$ cat config.mk
export PLATFORM = sky130hd
export DESIGN_NAME = logic_op_arbiter
export DESIGN_NICKNAME = d
export VERILOG_FILES = /design/src/rtl/logic_op_arbiter.sv
export SDC_FILE = /design/constraint.sdc
export NUM_CORES = 1
export LEC_CHECK = 0
export CAP_MARGIN = 10
export CORE_ASPECT_RATIO = 0.7
export CORE_MARGIN = 10
export CORE_UTILIZATION = 35
export DETAILED_ROUTE_END_ITERATION = 8
export GPL_TIMING_DRIVEN = 0
export PLACE_DENSITY_LB_ADDON = 0.05
export SYNTH_ARGS = -nofsm -noshare
export SYNTH_HDL_FRONTEND = slang
export SYNTH_SLANG_ARGS = --single-unit
$ cat constraint.sdc
create_clock -name clk -period 1.8 [get_ports clk]
set_input_delay 0.27 -clock clk [delete_from_list [all_inputs] [get_ports clk]]
set_output_delay 0.27 -clock clk [all_outputs]
set_load 0.01 [all_outputs]
$ cat src/rtl/logic_op_arbiter.sv
// Round-robin arbiter that shares one registered AND/OR/XOR/NOR unit among four
// requesters; one operation in flight, result held until the consumer accepts it.
module logic_op_arbiter #(
  parameter int N = 32
) (
  input  logic           clk,
  input  logic           rst,
  input  logic [3:0]     req_valid,
  output logic [3:0]     req_ready,
  input  logic [4*N-1:0] req_a,
  input  logic [4*N-1:0] req_b,
  input  logic [7:0]     req_op,
  output logic           resp_valid,
  output logic [1:0]     resp_id,
  output logic [N-1:0]   resp_data,
  input  logic           resp_ready,
  output logic           busy
);

  typedef enum logic [1:0] {
    IDLE = 2'd0,
    EXEC = 2'd1,
    RESP = 2'd2
  } state_t;

  typedef enum logic [1:0] {
    OP_AND = 2'b00,
    OP_OR  = 2'b01,
    OP_XOR = 2'b10,
    OP_NOR = 2'b11
  } op_t;

  state_t       state, state_nxt;
  logic [1:0]   ptr;
  logic [1:0]   winner;
  logic [1:0]   idx;
  logic         any_req;
  logic         accept;
  logic [N-1:0] op_a, op_b;
  op_t          op_code;
  logic [1:0]   op_id;
  logic [N-1:0] result;

  // Rotating priority search: the first valid bit at or above ptr (mod 4) wins.
  always_comb begin
    // NOTE: every combinational output gets a default first so no path can infer a latch.
    winner  = ptr;
    any_req = 1'b0;
    idx     = ptr;
    for (int k = 0; k < 4; k++) begin
      idx = ptr + 2'(k);
      if (!any_req && req_valid[idx]) begin
        any_req = 1'b1;
        winner  = idx;
      end
    end
  end

  always_comb begin
    state_nxt = state;
    req_ready = 4'b0000;
    case (state)
      IDLE: begin
        if (any_req) begin
          state_nxt = EXEC;
          req_ready = 4'b0001 << winner;
        end
      end
      EXEC:    state_nxt = RESP;
      RESP:    if (resp_ready) state_nxt = IDLE;
      default: state_nxt = IDLE;
    endcase
    if (rst) req_ready = 4'b0000;
  end

  assign accept = (state == IDLE) && any_req && !rst;

  always_comb begin
    result = '0;
    case (op_code)
      OP_AND:  result = op_a & op_b;
      OP_OR:   result = op_a | op_b;
      OP_XOR:  result = op_a ^ op_b;
      OP_NOR:  result = ~(op_a | op_b);
      default: result = '0;
    endcase
  end

  // NOTE: sequential state uses non-blocking assignments so every register samples pre-edge values.
  always_ff @(posedge clk) begin
    if (rst) state <= IDLE;
    else     state <= state_nxt;
  end

  always_ff @(posedge clk) begin
    if (rst) begin
      ptr       <= 2'd0;
      op_a      <= '0;
      op_b      <= '0;
      op_code   <= OP_AND;
      op_id     <= 2'd0;
      resp_data <= '0;
      resp_id   <= 2'd0;
    end else begin
      if (accept) begin
        op_a    <= req_a[winner*N +: N];
        op_b    <= req_b[winner*N +: N];
        op_code <= op_t'(req_op[{winner, 1'b0} +: 2]);
        op_id   <= winner;
        ptr     <= winner + 2'd1;
      end
      // Result and tag load only in EXEC, so they stay frozen throughout RESP.
      if (state == EXEC) begin
        resp_data <= result;
        resp_id   <= op_id;
      end
    end
  end

  assign resp_valid = (state == RESP);
  assign busy       = (state != IDLE) && !rst;

endmodule

==> run_summary.xml <==
<?xml version="1.0" encoding="UTF-8"?>
<metrics>
  <group name="outcome">
    <metric name="outcome" unit="">finished, violations left</metric>
    <metric name="failed_checks" unit="">negative setup slack</metric>
  </group>
  <group name="power">
    <metric name="vdd_drop_max" unit="V">0.000551</metric>
    <metric name="power_density" unit="nW/µm²">844</metric>
    <metric name="p_leak" unit="nW">4.77</metric>
  </group>
  <group name="global_route">
    <metric name="grt_antenna_before_repair" unit="">0</metric>
    <metric name="first_pass_grt_wire_length" unit="mm">46.8</metric>
    <metric name="grt_overflow_total" unit="">0</metric>
    <metric name="first_global_vias" unit="">7671</metric>
    <metric name="groute.usage.overall" unit="%">21.6</metric>
    <metric name="grt_start_max_net_pins" unit="">17</metric>
  </group>
  <group name="min_path">
    <metric name="hold_path.class" unit="">reg2reg</metric>
  </group>
  <group name="critical_path">
    <metric name="critical_path_arrival" unit="ns">1.74</metric>
    <metric name="path_class" unit="">reg2out</metric>
    <metric name="crit_chain" unit="">nand3b_1 -&gt; o31ai_4 -&gt; o31ai_4 -&gt; nand2_2 -&gt; buf_8 -&gt; nor2_4 -&gt; buf_6</metric>
    <metric name="critPathMaxStageDelay" unit="ns">0.37</metric>
    <metric name="critical-path-slowest-cell" unit="">sky130_fd_sc_hd__dfxtp_4</metric>
    <metric name="worst_setup_path_start_kind" unit="">register</metric>
    <metric name="req_time_crit_path" unit="ns">1.53</metric>
    <metric name="critPathMostFrequentCell" unit="">sky130_fd_sc_hd__o31ai_4</metric>
    <metric name="endpoint_kind" unit="">primary output</metric>
    <metric name="critical_path.max_fanout" unit="">5</metric>
  </group>
  <group name="cts">
    <metric name="cts_tree" unit="">yes</metric>
    <metric name="cts_inserted_buffers" unit="">9</metric>
    <metric name="cts.clk_slew.worst_paths" unit="ns">0.07</metric>
    <metric name="clock_sink_count" unit="">106</metric>
    <metric name="clk_path_buf_depth" unit="">2</metric>
    <metric name="cts_root_buf" unit="">sky130_fd_sc_hd__clkbuf_16</metric>
    <metric name="htree_levels" unit="">3</metric>
    <metric name="cts-hold-fix-buffers" unit="">0</metric>
    <metric name="clock_insertion_delay_worst_skew" unit="ns">0.36</metric>
  </group>
  <group name="finish">
    <metric name="final_nets" unit="">1517</metric>
    <metric name="antennaDiodeCount" unit="">0</metric>
    <metric name="post_route_cells_drive_above_1_share" unit="%">18.3</metric>
    <metric name="layout_commonest_cell" unit="">sky130_fd_sc_hd__clkdlybuf4s50_1</metric>
    <metric name="area_growth_from_synthesis_to_layout" unit="%">66.8</metric>
    <metric name="fillers" unit="">1848</metric>
    <metric name="final-instance-count-excl-fill" unit="">1462</metric>
    <metric name="most-common-layout-cells" unit="">sky130_fd_sc_hd__clkdlybuf4s50_1, sky130_fd_sc_hd__nand2_1, sky130_fd_sc_hd__dfxtp_1</metric>
  </group>
  <group name="job">
    <metric name="drv_cap" unit="">0</metric>
  </group>
  <group name="synth">
    <metric name="mappedNetlistNets" unit="">1169</metric>
    <metric name="fraction_of_synthesized_cell_area_taken_by_the_top_area_cell_type" unit="%">28.2</metric>
    <metric name="syn_area_per_cell" unit="µm²">9.01</metric>
    <metric name="top_area_cells_in_the_synthesized_netlist" unit="">sky130_fd_sc_hd__dfxtp_1, sky130_fd_sc_hd__mux2i_1, sky130_fd_sc_hd__ha_1, sky130_fd_sc_hd__nor2b_1, sky130_fd_sc_hd__nand2_1</metric>
    <metric name="synth_top_cell_by_area" unit="">sky130_fd_sc_hd__dfxtp_1</metric>
    <metric name="synth.yosys.seq_area_share" unit="%">28.2</metric>
    <metric name="synth_warnings" unit="">0</metric>
    <metric name="synth_area" unit="µm²">7510</metric>
    <metric name="ys_ff_latch" unit="">106</metric>
    <metric name="syn_inst" unit="">834</metric>
    <metric name="yosys.cell_types.count" unit="">35</metric>
  </group>
  <group name="die">
    <metric name="die-height" unit="µm">143</metric>
    <metric name="chipWidth" unit="µm">195</metric>
    <metric name="initial_core_util" unit="%">35.9</metric>
    <metric name="placement_rows" unit="">44</metric>
    <metric name="core" unit="µm²">20900</metric>
    <metric name="pin_count" unit="">311</metric>
    <metric name="full_die_area" unit="µm²">27800</metric>
  </group>
  <group name="placed_design">
    <metric name="detailedPlacementHpwl" unit="mm">23.4</metric>
    <metric name="placed_cells" unit="">1419</metric>
    <metric name="portbufs" unit="">309</metric>
    <metric name="dpl_worst_slack" unit="ns">-1.06</metric>
    <metric name="globalplace.congestion" unit="">0.802</metric>
  </group>
  <group name="route">
    <metric name="detail_route.first_pass.iterations" unit="">5</metric>
    <metric name="route.final.wire_length" unit="mm">31.6</metric>
    <metric name="detailed_route_wire_length_on_metal_1" unit="mm">15.0</metric>
    <metric name="detail_routed_net_length_per_standard_cell" unit="µm">21.6</metric>
    <metric name="detailroute.wirelength.met2" unit="mm">14.2</metric>
    <metric name="final_antenna_net_count" unit="">0</metric>
    <metric name="drt_via_density" unit="">5.04</metric>
    <metric name="highest-signal-layer" unit="">met4</metric>
    <metric name="wl_met3" unit="mm">2.04</metric>
    <metric name="routed-via-count" unit="">7373</metric>
    <metric name="first_iter_violations" unit="">349</metric>
    <metric name="drcViolationCount" unit="">0</metric>
  </group>
  <group name="timing">
    <metric name="setup_viol_count_final" unit="">70</metric>
    <metric name="slew_headroom" unit="%">60.3</metric>
    <metric name="final_max_slew_viol_count" unit="">0</metric>
    <metric name="max_slew.worst_pin.slew" unit="ns">0.595</metric>
    <metric name="finClkSkew" unit="ns">0.00953</metric>
    <metric name="fin_ws" unit="ns">-0.214</metric>
    <metric name="final-hold-violation-count" unit="">0</metric>
    <metric name="timing.final.crit_share" unit="%">112</metric>
    <metric name="finalWorstPathRequiredPeriod" unit="ns">2.01</metric>
    <metric name="achievable-frequency" unit="MHz">496</metric>
    <metric name="unrepaired_setup_endpoints_after_global_routing" unit="">true</metric>
  </group>
</metrics>
[worst paths after layout]
check | slack (ns) | startpoint | depth (start not counted) | to
worst max-delay path | -0.21 | ptr[1]$_SDFFE_PP0P_ | 7 | req_ready[2]
worst min-delay path | 0.46 | resp_data[3]$_SDFFE_PP0N_ | 2 | resp_data[3]$_SDFFE_PP0N_
worst min register to register | 0.46 | resp_data[3]$_SDFFE_PP0N_ | 2 | resp_data[3]$_SDFFE_PP0N_
worst max register to register | -0.14 | ptr[0]$_SDFFE_PP0P_ | 8 | op_a[20]$_SDFFE_PP0P_
[timing repair]
| action | CTS | global route |
|---|---|---|
| resized for setup | 136 | 100 |
| buffers inserted | 14 | 6 |
| gates cloned | 8 | 5 |
| pin swaps | 8 | 37 |
| setup endpoints to repair | 100 | 101 |
[cells in the mapped netlist, drive strengths merged]
master	instances
a211oi	2
a21oi	35
buf	38
clkbuf	29
dfxtp	106
ha	64
inv	65
mux2i	134
nand2	103
nand2b	3
nand3b	1
nor2	43
nor2b	70
nor3	1
nor3b	1
nor4	2
o21ai	34
o21bai	1
o221ai	66
o311a	1
o311ai	32
o31ai	2
xnor2	1
[power breakdown]
group          switching, mW  internal, mW
registers              0.362          2.76
logic                   2.50          2.96
clock network          0.929          1.08
total                   3.79          6.80
[per-layer routing]
layer / GRT usage, % / vias up
met5: 0 / -
li1: - / 3663
met1: 28.2 / 3449
met3: 5.96 / 27
met4: 5.01 / 0
met2: 34.7 / 234
[per-stage QoR]
stage	power [mW]	TNS, ns	hold slack (ns)	utilization, %	instance area [µm²]
floorplan	5.66	0	0.431	-	7510
global placement	7.31	-45.79	0.443	52.4	11000
detailed placement	7.35	-46.70	0.446	52.4	11000
CTS	10.2	-12.50	0.456	57.4	12000
global route	11.2	-8.76	0.473	59.9	12500
finish	10.6	-5.56	0.456	59.9	12500
[critical path, delay by kind of cell (launching register included)]
kind / cells / cell delay (ns)
flip-flops: 1 / 0.37
buffers and inverters: 2 / 0.28
AO/OA/AOI/OAI: 2 / 0.36
AND/OR/NAND/NOR: 3 / 0.38
[layout make-up]
cell class / instances / area, µm² / share of cell area, %
Buffer: 64 / 643 / 5.13
Clock buffer: 11 / 233 / 1.86
Clock inverter: 4 / 53.8 / 0.429
Inverter: 65 / 249 / 1.99
Multi-Input combinational cell: 596 / 5290 / 42.2
Sequential cell: 106 / 2140 / 17.1
Tap cell: 276 / 345 / 2.75
Timing Repair Buffer: 340 / 3580 / 28.6
[registers in the layout (all words and copies together), names as in the netlist]
name,count
op_a,32
op_b,32
op_code,2
op_id,2
ptr,2
resp_data,32
resp_id,2
state,2
[kinds of logic (layout without fill, tap and decap cells)]
| kind of cell | after synthesis | in the layout | share of synthesized area (%) |
|---|---|---|---|
| adder cells (fa/ha/maj) | 64 | 64 | 10.7 |
| AND/OR/NAND/NOR | 224 | 224 | 14.3 |
| AO/OA/AOI/OAI | 173 | 173 | 18.8 |
| flip-flops | 106 | 106 | 28.2 |
| buffers and inverters | 132 | 484 | 10.1 |
| multiplexers | 134 | 134 | 17.9 |
| XOR/XNOR | 1 | 1 | 0.117 |
Note: power is estimated with default switching activity, not from simulation.
